==> src/rtl/lsu_cache_req_pkg.sv <==
// Shared encodings for the LSU cache requester: access sizes, FSM states
// and the alignment rule used when a request is accepted.
package lsu_cache_req_pkg;

    localparam logic [2:0] ACCESS_SZ_BYTE = 3'd0;
    localparam logic [2:0] ACCESS_SZ_HALF = 3'd1;
    localparam logic [2:0] ACCESS_SZ_WORD = 3'd2;

    typedef enum logic [1:0] {
        LSU_ST_IDLE = 2'd0,
        LSU_ST_REQ  = 2'd1,
        LSU_ST_WAIT = 2'd2,
        LSU_ST_RESP = 2'd3
    } lsu_state_e;

    // Unknown size encodings count as misaligned so they never reach the cache.
    function automatic logic is_misaligned(input logic [2:0] sz, input logic [1:0] off);
        logic mis;
        case (sz)
            ACCESS_SZ_BYTE: mis = 1'b0;
            ACCESS_SZ_HALF: mis = off[0];
            ACCESS_SZ_WORD: mis = (off != 2'b00);
            default:        mis = 1'b1;
        endcase
        return mis;
    endfunction

endpackage

==> src/rtl/lsu_cache_req_load_align.sv <==
// load_align: picks the addressed byte/half lane out of a full cache word
// and sign- or zero-extends it. Purely combinational; shared with the
// uncached load path.
module load_align
    import lsu_cache_req_pkg::*;
(
    input  logic [31:0] rdata,
    input  logic [1:0]  offset,
    input  logic [2:0]  sz,
    input  logic        is_signed,
    output logic [31:0] rdata_ext
);

    logic [7:0]  byte_lane;
    logic [15:0] half_lane;

    // Lane select followed by extension; unknown sizes pass the word through.
    always_comb begin
        byte_lane = rdata[{offset, 3'b000} +: 8];
        half_lane = offset[1] ? rdata[31:16] : rdata[15:0];
        case (sz)
            ACCESS_SZ_BYTE: rdata_ext = {{24{is_signed & byte_lane[7]}}, byte_lane};
            ACCESS_SZ_HALF: rdata_ext = {{16{is_signed & half_lane[15]}}, half_lane};
            default:        rdata_ext = rdata;
        endcase
    end

endmodule

==> src/rtl/lsu_cache_req.sv <==
// lsu_cache_req: single-outstanding load/store requester on the cache
// interface. Accepts an op, checks alignment, issues a one-cycle request,
// waits (bounded) for cache_hit and returns the extended result to WB.
module lsu_cache_req
    import lsu_cache_req_pkg::*;
#(
    parameter int WAIT_MAX = 255
) (
    input  logic        clk,
    input  logic        rst_n,
    // request from EX/MEM
    input  logic        req_valid,
    output logic        req_ready,
    input  logic        req_we,
    input  logic [31:0] req_addr,
    input  logic [31:0] req_wdata,
    input  logic [2:0]  req_sz,
    input  logic        req_signed,
    input  logic [4:0]  req_rd,
    // cache interface
    output logic        cache_re,
    output logic [31:0] cache_raddr,
    output logic        cache_we,
    output logic [31:0] cache_waddr,
    output logic [31:0] cache_wdata,
    output logic [2:0]  cache_access_sz,
    input  logic [31:0] cache_rdata,
    input  logic        cache_hit,
    // response to WB
    output logic        resp_valid,
    input  logic        resp_ready,
    output logic [31:0] resp_rdata,
    output logic [4:0]  resp_rd,
    output logic        resp_is_load,
    output logic        resp_ale,
    output logic        resp_berr,
    output logic [31:0] resp_badv
);

    localparam int CW = (WAIT_MAX < 1) ? 1 : $clog2(WAIT_MAX + 1);
    localparam logic [CW-1:0] WAIT_MAX_C = CW'(WAIT_MAX);

    lsu_state_e  state_q, state_d;
    logic [31:0] addr_q, addr_d;
    logic [31:0] wdata_q, wdata_d;
    logic [31:0] rdata_q, rdata_d;
    logic [31:0] badv_q, badv_d;
    logic [2:0]  sz_q, sz_d;
    logic [4:0]  rd_q, rd_d;
    logic        we_q, we_d;
    logic        signed_q, signed_d;
    logic        is_load_q, is_load_d;
    logic        ale_q, ale_d;
    logic        berr_q, berr_d;
    logic [CW-1:0] cnt_q, cnt_d;

    logic [CW-1:0] cnt_inc;
    logic          accept;
    logic [31:0]   rdata_ext;

    // State and latched-field registers; synchronous active-low reset.
    always_ff @(posedge clk) begin
        if (!rst_n) begin
            state_q   <= LSU_ST_IDLE;
            addr_q    <= '0;
            wdata_q   <= '0;
            rdata_q   <= '0;
            badv_q    <= '0;
            sz_q      <= '0;
            rd_q      <= '0;
            we_q      <= 1'b0;
            signed_q  <= 1'b0;
            is_load_q <= 1'b0;
            ale_q     <= 1'b0;
            berr_q    <= 1'b0;
            cnt_q     <= '0;
        end else begin
            state_q   <= state_d;
            addr_q    <= addr_d;
            wdata_q   <= wdata_d;
            rdata_q   <= rdata_d;
            badv_q    <= badv_d;
            sz_q      <= sz_d;
            rd_q      <= rd_d;
            we_q      <= we_d;
            signed_q  <= signed_d;
            is_load_q <= is_load_d;
            ale_q     <= ale_d;
            berr_q    <= berr_d;
            cnt_q     <= cnt_d;
        end
    end

    // Next-state logic; a new op may be accepted from IDLE or from RESP
    // in the same cycle the previous result is consumed.
    always_comb begin
        state_d   = state_q;
        addr_d    = addr_q;
        wdata_d   = wdata_q;
        rdata_d   = rdata_q;
        badv_d    = badv_q;
        sz_d      = sz_q;
        rd_d      = rd_q;
        we_d      = we_q;
        signed_d  = signed_q;
        is_load_d = is_load_q;
        ale_d     = ale_q;
        berr_d    = berr_q;
        cnt_d     = cnt_q;

        cnt_inc   = (cnt_q == WAIT_MAX_C) ? cnt_q : cnt_q + CW'(1);
        req_ready = (state_q == LSU_ST_IDLE) ||
                    ((state_q == LSU_ST_RESP) && resp_ready);
        accept    = req_valid && req_ready;

        case (state_q)
            LSU_ST_IDLE: ;
            LSU_ST_REQ: begin
                // cache_hit here is ignored; the data arrives a cycle later.
                state_d = LSU_ST_WAIT;
                cnt_d   = '0;
            end
            LSU_ST_WAIT: begin
                if (cache_hit) begin
                    rdata_d = cache_rdata;
                    state_d = LSU_ST_RESP;
                end else begin
                    cnt_d = cnt_inc;
                    if (cnt_inc == WAIT_MAX_C) begin
                        berr_d  = 1'b1;
                        badv_d  = addr_q;
                        state_d = LSU_ST_RESP;
                    end
                end
            end
            LSU_ST_RESP: begin
                if (resp_ready) state_d = LSU_ST_IDLE;
            end
            default: state_d = LSU_ST_IDLE;
        endcase

        if (accept) begin
            addr_d    = req_addr;
            wdata_d   = req_wdata;
            sz_d      = req_sz;
            rd_d      = req_rd;
            we_d      = req_we;
            signed_d  = req_signed;
            is_load_d = ~req_we;
            rdata_d   = '0;
            berr_d    = 1'b0;
            cnt_d     = '0;
            if (is_misaligned(req_sz, req_addr[1:0])) begin
                ale_d   = 1'b1;
                badv_d  = req_addr;
                state_d = LSU_ST_RESP;
            end else begin
                ale_d   = 1'b0;
                badv_d  = '0;
                state_d = LSU_ST_REQ;
            end
        end
    end

    load_align u_load_align (
        .rdata     (rdata_q),
        .offset    (addr_q[1:0]),
        .sz        (sz_q),
        .is_signed (signed_q),
        .rdata_ext (rdata_ext)
    );

    // Cache side: request strobes only in REQ, address/size held from latch.
    assign cache_re        = (state_q == LSU_ST_REQ) && is_load_q;
    assign cache_we        = (state_q == LSU_ST_REQ) && we_q;
    assign cache_raddr     = addr_q;
    assign cache_waddr     = addr_q;
    assign cache_wdata     = wdata_q;
    assign cache_access_sz = sz_q;

    // WB side: stores and faulted ops return zero data.
    assign resp_valid   = (state_q == LSU_ST_RESP);
    assign resp_rdata   = (ale_q || berr_q || we_q) ? 32'd0 : rdata_ext;
    assign resp_rd      = rd_q;
    assign resp_is_load = is_load_q;
    assign resp_ale     = ale_q;
    assign resp_berr    = berr_q;
    assign resp_badv    = badv_q;

endmodule

==> config.mk <==
export PLATFORM = sky130hd
export DESIGN_NAME = lsu_cache_req
export DESIGN_NICKNAME = d
export VERILOG_FILES = /design/src/rtl/lsu_cache_req_pkg.sv /design/src/rtl/lsu_cache_req_load_align.sv /design/src/rtl/lsu_cache_req.sv
export SDC_FILE = /design/constraint.sdc
export NUM_CORES = 1
export LEC_CHECK = 0
export CORE_ASPECT_RATIO = 0.6
export CORE_UTILIZATION = 30
export CTS_CLUSTER_SIZE = 30
export DETAILED_ROUTE_END_ITERATION = 8
export GPL_ROUTABILITY_DRIVEN = 1
export PLACE_DENSITY = 0.69
export SLEW_MARGIN = 10
export SYNTH_ARGS = -nofsm -noshare
export SYNTH_HDL_FRONTEND = slang
export SYNTH_SLANG_ARGS = --single-unit
export TNS_END_PERCENT = 30
==> constraint.sdc <==
create_clock -name clk -period 2.6 [get_ports clk]
set_input_delay 0.39 -clock clk [delete_from_list [all_inputs] [get_ports clk]]
set_output_delay 0.39 -clock clk [all_outputs]
set_load 0.005 [all_outputs]
=== After elaboration in Yosys (flattened, before gate mapping) ===
Cells that the tools add are included.

* Bits of input ports: 111
* Logic and storage cells: 73
* Flip-flop bits (word level): 151

* $add $sub $neg: 1
* Reduce and logical (&&, ||, !) cells: 21
* Shift operators: 1
* Mux-type cells: 20
* Bitwise operators: 5
* Equal/unequal tests: 12

{| class="wikitable"
|+ Operator list
! cell !! number
|-
| $mux 32 || 6
|-
| $pmux 32 s2 || 1
|-
| $shiftx 32x6->8 || 1
|-
| $eq 8x8->1 const B || 2
|-
| $mux 16 || 1
|-
| $mux 8 || 2
|-
| $pmux 8 s2 || 1
|-
| $mux 2 || 5
|-
| $reduce_and 3->1 || 3
|-
| $add 8x1->8 const B || 1
|-
| $reduce_bool 2->1 || 4
|-
| $eq 3x1->1 const B || 2
|-
| $logic_not 3->1 || 2
|-
| $pmux 2 s3 || 1
|-
| $eq 2x2->1 const B || 2
|-
| $logic_and 1x1->1 || 4
|-
| $ne 4x4->1 const B || 1
|-
| $reduce_and 2->1 || 2
|-
| $reduce_bool 4->1 || 1
|-
| $eq 3x2->1 const B || 1
|-
| $logic_or 1x1->1 || 3
|-
| $ne 3x1->1 const B || 1
|-
| $not 1->1 || 3
|-
| $pmux 1 s3 || 1
|-
| other kinds (7) || 9
|}

=== Logic depth before layout (Yosys ltp) ===
Gate-level depths: netlist (run 1).

* Word-level depth: 7
* Gate-level depth with buffers: 9

=== Hierarchy ===
From an unflattened synthesis (run 1), not the netlist that was laid out.

* Cell total of the unflattened synthesis: 961
* Area, all modules: 7,583.5 µm²

{| class="wikitable"
|+ Modules (own cells, without submodules)
! module !! times used !! area each (µm²) !! seq. area each (µm²) !! cells an instance
|-
| lsu_cache_req || 1 || 6,945.4 || 3,022.9 || 865
|-
| load_align || 1 || 638.1 || 0.0 || 96
|}

=== Least setup slack after synthesis (run 1) ===
No wires, ideal clock.

* Path type: flip-flop to output port
* Start: register addr_q[1], in the netlist cache_raddr[1]
* End: output resp_rdata[21]
* Required time: 2.210 ns
* Slack: 0.459 ns
* Cell stages (with the launch flop): 8
* Arrival: 1.751 ns
* Buffers on the path: 2
* Cell sequence: dfxtp_1 > buf_4 > mux2i_1 > mux2i_1 > a311oi_4 > a21oi_2 > buf_2 > o21a_1

* Longest elaborated chain between the ends: 4

{| class="wikitable"
|+ Ends and longest elaborated chain
! element !! line !! source
|-
| from (decl) || lsu_cache_req.sv:44 || <nowiki>logic [31:0] addr_q, addr_d;</nowiki>
|-
| from (signal assigned) || lsu_cache_req.sv:79 || <nowiki>addr_q <= addr_d;</nowiki>
|-
| $shiftx 32x6->8 or $mux 16 (tied branches) || lsu_cache_req_load_align.sv:19, lsu_cache_req_load_align.sv:20 ||
|-
| $and 1x1->1, on equally long branches || lsu_cache_req_load_align.sv:22, lsu_cache_req_load_align.sv:23 ||
|-
| $pmux 32 s2 (*) || lsu_cache_req_load_align.sv:21 || <nowiki>case (sz)</nowiki>
|-
| $mux 32 (*) || lsu_cache_req.sv:183 || <nowiki>assign resp_rdata = (ale_q || berr_q || we_q) ? 32'd0 : rdata_ext;</nowiki>
|-
| to (decl) || lsu_cache_req.sv:32 || <nowiki>output logic [31:0] resp_rdata,</nowiki>
|}

Mark *: on every way between the ends. The rest lies on a longest branch, timed or not.

=== Final worst setup path (run 1) ===
* Start: register addr_q[1], in the netlist cache_raddr[1]
* End: output resp_rdata[24]

The elaborated chain is that of the path after synthesis.

==> flow_metrics.tcl, run 1 <==
set metrics [dict create \
    totalWireLength_um 25540 \
    netlist_top_cells_area "dfxtp_1 (41%), nand2_1 (14%), a21oi_1 (11%)" \
    fin_crit_sh_pct 99.03 \
    dr.pass1.iters 5 \
    initial_utilization_pct 30.58 \
    ys_ff_latch 151 \
    hold_viol_final 0 \
    drtIter0Drc 578 \
    worstMarginPinSlew_ns 0.4982 \
    grt.total_usage_pct 19.78 \
    relSlewSlack_pct 66.44 \
    antenna_left 0 \
    p_leak_nw 4.248 \
    max_stage_delay_ns 0.38 \
    synthesis.area_um2 7407 \
    holdWs_ns 0.4518 \
    powerDensity_nw_per_um2 869.5 \
    min_to "cache_wdata[9]" \
    p_total_w 0.009742 \
    io_pins 286 \
    synthMostInstantiatedCell "nand2_1" \
    min_path_type "register to register" \
    arrival_ns 2.18 \
    hp-start "cache_wdata[9]" \
    cts_buffer_depth 2 \
    synth_cell_types 44 \
    grt_max_degree 76 \
    synth_cells 980 \
    final_core_util_pct 46.26 \
    crit-reg2reg-launch "cnt_q[0]" \
    worstPathCellList "mux2i_2, mux2i_1, a311oi_4, a21oi_4, buf_12, o21a_1, dlygate4sd2_1" \
    layout-drive-gt1-share_pct 7.591 \
    cp_slowest_cell "a311oi_4" \
    path_max_fanout 16 \
    critPathKind "register to primary output" \
    synth_edf_count 0 \
    remaining_drc_errors 0 \
    avgSynthCellArea_um2 7.558 \
    clock_latency_ns 0.44 \
    htreeDepth 4 \
    dp.final_hpwl_um 17850 \
    period_needed_ns 2.575 \
    cts_made_buffers 17 \
    stdcell_area_um2 11200 \
    holdBufCountCts 0 \
    setup_viol 0 \
    syn2layout_area_growth_pct 51.27 \
    seqCellArea_um2 3028 \
    cts.sinks 151 \
    n_fill_cell 2387 \
    multi_input_area_um2 3839 \
    reg2reg_depth 6 \
    avgRoutedWirePerCell_um 16.64 \
    place.gp.congestion 0.8758 \
    ys.warnings.count 0 \
    yosys-top-cells-count "nand2_1 (274), a21oi_1 (162), dfxtp_1 (151)" \
    regToRegSetupSlack_ns 0.32 \
    synth-async-reset-ratio_pct 0 \
    required_ns 2.21 \
    antenna_found_initial 3 \
    startpoint_type "register" \
    synth_flop_cell "dfxtp_1" \
    clock_skew_ns 0.007423 \
    yosysTopAreaCellShare_pct 40.81 \
    grt.overflow.total 0 \
    placed_area_um2 10450 \
    maxCapViolCount 0 \
    die_y_um 123.7 \
    syn_nets 1096 \
    hold_depth 2 \
    grt_pass1_wl_um 39120 \
    rr_endpoint "resp_badv[9]" \
    worst-path-buf-inv 2 \
    status "completed" \
    cts_root_buffer "clkbuf_16" \
    port_buffers 285 \
    cts.clk_slew.worst_paths_ns 0.07 \
    grt_setup_unrepaired "true" \
    vdd_ir_drop_max_mv 0.4674 \
    path_delay_family "compound AO/OA/AOI/OAI gates" \
    die_width_um 204.9 \
    core_um2 24220 \
    viasPerCell 5.191 \
    cts_tree "yes" \
    dr_total_vias 7968 \
    clock.fmax_mhz 388.4 \
    synth_top_area_cell "dfxtp_1" \
    grt_pass1_vias 7174 \
    fin_setup_tns_ns 0 \
    rows 44 \
    final_max_slew_viol_count 0 \
    ys_seq_area_share_pct 40.81 \
    nets 1315 \
    dieArea_um2 25340 \
    cp-end-kind "primary output" \
]
-- per-layer routing --
metal / track usage, % / wire [um] / vias to the layer above / share of wire (%)
met5: 0 / 26 / - / 0.10
met4: 7.222 / 397 / 4 / 1.6
met3: 7.143 / 2350 / 26 / 9.2
met2: 28.17 / 10740 / 322 / 42
met1: 27.14 / 12020 / 3739 / 47
li1: - / - / 3877 / -
-- what timing repair did --
| action | 4_1_cts | 5_1_grt |
|---|---|---|
| endpoints found under the hold margin | 0 | 0 |
| resized for setup | 34 | 10 |
| setup endpoints to repair | 31 | 30 |
| gates cloned | 0 | 0 |
| buffers inserted | 5 | 0 |
| pin swaps | 2 | 1 |
-- worst register-to-register path, cell delays in order (launching register included) --
cell and delay [ns]:
dfxtp_1 0.47, ha_1 0.34, nand4_1 0.17, o21ai_0 0.45
a221oi_4 0.16, buf_12 0.21, o311a_1 0.37
-- registers in the layout, indices dropped and copies added (netlist names), 2 cells and up --
signal	cells
resp_rd	5
cache_wdata	32
cnt_q	8
state_q	2
cache_raddr	32
resp_badv	32
rdata_q	32
cache_access_sz	3
-- through the flow --
| stage | setup slack, ns | cells |
|---|---|---|
| 2_1_floorplan | 0.4589 | 980 |
| 3_3_place_gp | 0.03784 | 1497 |
| 3_5_place_dp | -0.03254 | 1497 |
| 4_1_cts | 0.01460 | 1534 |
| 5_1_grt | -0.05806 | 1535 |
| 6_report | 0.02526 | 1535 |
-- cell usage in the layout, fill, tap and decap left out, drive strengths merged, types with 2 or more instances in the layout --
cell,n
a211oi,7
a21o,2
a21oi,163
a311oi,34
a31oi,3
and2,6
and3,2
and4,2
buf,35
bufinv,4
clkbuf,22
clkdlybuf4s50,254
clkinv,4
clkinvlp,2
dfxtp,151
dlygate4sd2,25
dlymetal6s2s,6
ha,5
inv,4
mux2,8
mux2i,4
nand2,274
nand2b,2
nand3,11
nand4,3
nor2,12
nor2b,3
nor3,68
o21a,19
o21ai,25
o21bai,3
o311a,31
o31ai,8
or3,2
-- cell families after synthesis --
logic type	count (synthesis)	share of synthesized area, %
flip-flops	151	40.81
adder cells (fa/ha/maj)	5	0.8446
AND/OR/NAND/NOR	386	21.81
buffers and inverters	124	8.395
AO/OA/AOI/OAI	302	26.39
multiplexers	12	1.757
-- worst max-delay path by stage --
stage	start	endpoint	slack, ns	cells after the start
final	cache_raddr[1]	resp_rdata[24]	0.03	7
after global routing	cache_raddr[1]	resp_rdata[30]	-0.06	7
after CTS	cache_raddr[0]	resp_rdata[3]	0.01	8
after detailed placement	cache_raddr[1]	resp_rdata[30]	-0.03	6
after global placement	cache_raddr[1]	resp_rdata[23]	0.04	6
after floorplan	cache_raddr[1]	resp_rdata[21]	0.46	7
-- cell type report --
type | count | share of cell area, %
diodes | 1 | 0.02233
well taps | 322 | 3.596
flip-flops and latches | 151 | 27.02
clock inverters | 10 | 1.485
clock buffers | 22 | 4.322
inverters | 4 | 0.1452
multi-input cells | 705 | 34.26
repair buffers | 320 | 29.15
-- where the power goes --
part           switching [W]  internal, W
clock                0.00103      0.00171
sequential          0.000349      0.00270
combinational        0.00197      0.00198
total                0.00335      0.00639
Power figures use the tool's default switching activity.
==> inputs of run 2 (changes only) <==
--- a/config.mk
+++ b/config.mk
@@ -10,7 +10,7 @@
 export CTS_CLUSTER_SIZE = 30
 export DETAILED_ROUTE_END_ITERATION = 8
 export GPL_ROUTABILITY_DRIVEN = 1
-export PLACE_DENSITY = 0.69
+export PLACE_DENSITY = 0.72
 export SLEW_MARGIN = 10
 export SYNTH_ARGS = -nofsm -noshare
 export SYNTH_HDL_FRONTEND = slang
==> constraint.sdc (replaced) <==
create_clock -name clk -period 2.05 [get_ports clk]
set_input_delay 0.3075 -clock clk [delete_from_list [all_inputs] [get_ports clk]]
set_output_delay 0.3075 -clock clk [all_outputs]
set_load 0.005 [all_outputs]
==> flow_metrics.tcl, run 2 (synthesized netlist as in run 1, its figures left out) <==
set metrics [dict create \
    cts.sinks 151 \
    io_pins 286 \
    required_ns 1.74 \
    violations "setup timing" \
    vdd_ir_drop_max_mv 0.5488 \
    layout-drive-gt1-share_pct 14.90 \
    rows 44 \
    port_buffers 285 \
    syn2layout_area_growth_pct 55.39 \
    setup_viol 30 \
    holdWs_ns 0.4262 \
    worstPathCellList "mux2i_4, mux2i_2, a311oi_4, buf_4, a21oi_4, buf_12, o21a_1, buf_2" \
    powerDensity_nw_per_um2 1078 \
    cts_root_buffer "clkbuf_16" \
    dr.pass1.iters 5 \
    p_total_w 0.01241 \
    core_um2 24220 \
    clock_skew_ns 0.01333 \
    antenna_left 0 \
    grt_setup_unrepaired "true" \
    cts_made_buffers 17 \
    final_cell_mix "nand2_1 (273), clkdlybuf4s50_1 (250), a21oi_1 (160), dfxtp_1 (145)" \
    cp-end-kind "primary output" \
    cts.clk_slew.worst_paths_ns 0.07 \
    totalWireLength_um 26280 \
    final_common_cell "nand2_1" \
    clock.fmax_mhz 417.3 \
    initial_utilization_pct 30.58 \
    avgRoutedWirePerCell_um 16.59 \
    fin_crit_sh_pct 116.9 \
    die_y_um 123.7 \
    viasPerCell 5.220 \
    hp-start "req_wdata[12]" \
    min_path_type "primary input to register" \
    path_max_fanout 16 \
    htreeDepth 4 \
    clock_latency_ns 0.43 \
    critPathKind "register to primary output" \
    n_fill_cell 2363 \
    dp.final_hpwl_um 18830 \
    fin_ws_ns -0.3466 \
    grt_pass1_wl_um 40010 \
    reg2reg_depth 9 \
    nets 1365 \
    cts_tree "yes" \
    max_stage_delay_ns 0.39 \
    drtIter0Drc 571 \
    final_max_slew_viol_count 0 \
    hold_viol_final 0 \
    startpoint_type "register" \
    antenna_cells 0 \
    holdBufCountCts 0 \
    dr_total_vias 8268 \
    fin_setup_tns_ns -7.615 \
    grt.total_usage_pct 20.01 \
    status "complete, but fails checks" \
    period_needed_ns 2.397 \
    dieArea_um2 25340 \
    crit_start "cache_raddr[1]" \
    arrival_ns 2.09 \
    cts_buffer_depth 2 \
    cp_slowest_cell "dfxtp_4" \
    relSlewSlack_pct 70.27 \
    remaining_drc_errors 0 \
    antenna_found_initial 0 \
    pre_cts_ws_ns -0.4536 \
    die_width_um 204.9 \
    grt_max_degree 53 \
    crit-reg2reg-launch "cnt_q[1]" \
    p_leak_nw 4.379 \
    worstMarginPinSlew_ns 0.4413 \
    maxCapViolCount 0 \
    hold_depth 3 \
    place.gp.congestion 0.8567 \
    grt.overflow.total 0 \
    grt_pass1_vias 7402 \
]
## run 2: worst max-delay path, delay by kind of cell, from the launching register on
kind / cells / cell delay, ns
compound gates: 3 / 0.45
buf+inv: 3 / 0.44
flops: 1 / 0.39
mux: 2 / 0.37
## run 2: per-layer routing
metal  wire, um  GRT usage [%]  share of wire (%)  vias to the layer above
met5          0              0                  0                        -
met1      12290          27.98                 47                     3904
li1           -              -                  -                     3977
met4        380          5.556                1.4                        0
met3       2465          7.326                9.4                       25
met2      11140          28.51                 42                      362
## run 2: layout make-up
type	count	area [um2]	share of cell area (%)
tap	322	402.9	3.500
clock inverter	12	123.9	1.076
timing repair buffer	370	3562	30.95
sequential	151	3033	26.35
multi-input combinational	705	3915	34.01
inverter	4	16.27	0.1413
clock buffer	20	456.7	3.968
## run 2: what timing repair did
action	in CTS	in global routing
gates resized for setup	95	47
pin swaps	4	6
endpoints found under the setup margin	52	66
buffers inserted	5	1
hold endpoints to repair	0	0
## run 2: power by group
group / total [W] / internal (W) / leakage [nW] / switching (W)
Combinational: 0.00541 / 0.00274 / 2.86 / 0.00267
Clock: 0.00314 / 0.00185 / 0.290 / 0.00129
Sequential: 0.00386 / 0.00343 / 1.23 / 0.000429
## run 2: final timing paths
path | to | slack [ns]
worst min-delay path | cache_wdata[12] | 0.43
worst max-delay path | resp_rdata[21] | -0.35
worst max register to register | resp_badv[0] | 0.07
worst min register to register | cache_wdata[18] | 0.45
## run 2: stage by stage
step	cell area, um2	utilization [%]	cells
after detailed placement	10850	44.80	1547
after floorplan	7407	-	980
after global routing	11510	47.52	1584
after global placement	10850	44.80	1547
after CTS	11530	47.58	1584
final	11510	47.52	1584
==> inputs of run 3 (changes only) <==
--- a/config.mk
+++ b/config.mk
@@ -5,9 +5,9 @@
 export SDC_FILE = /design/constraint.sdc
 export NUM_CORES = 1
 export LEC_CHECK = 0
+export CAP_MARGIN = 5
 export CORE_ASPECT_RATIO = 0.6
 export CORE_UTILIZATION = 30
-export CTS_CLUSTER_SIZE = 30
 export DETAILED_ROUTE_END_ITERATION = 8
 export GPL_ROUTABILITY_DRIVEN = 1
 export PLACE_DENSITY = 0.72
==> results of run 3 <==
No change in the layout: final DEF, timing and power equal those of run 2.
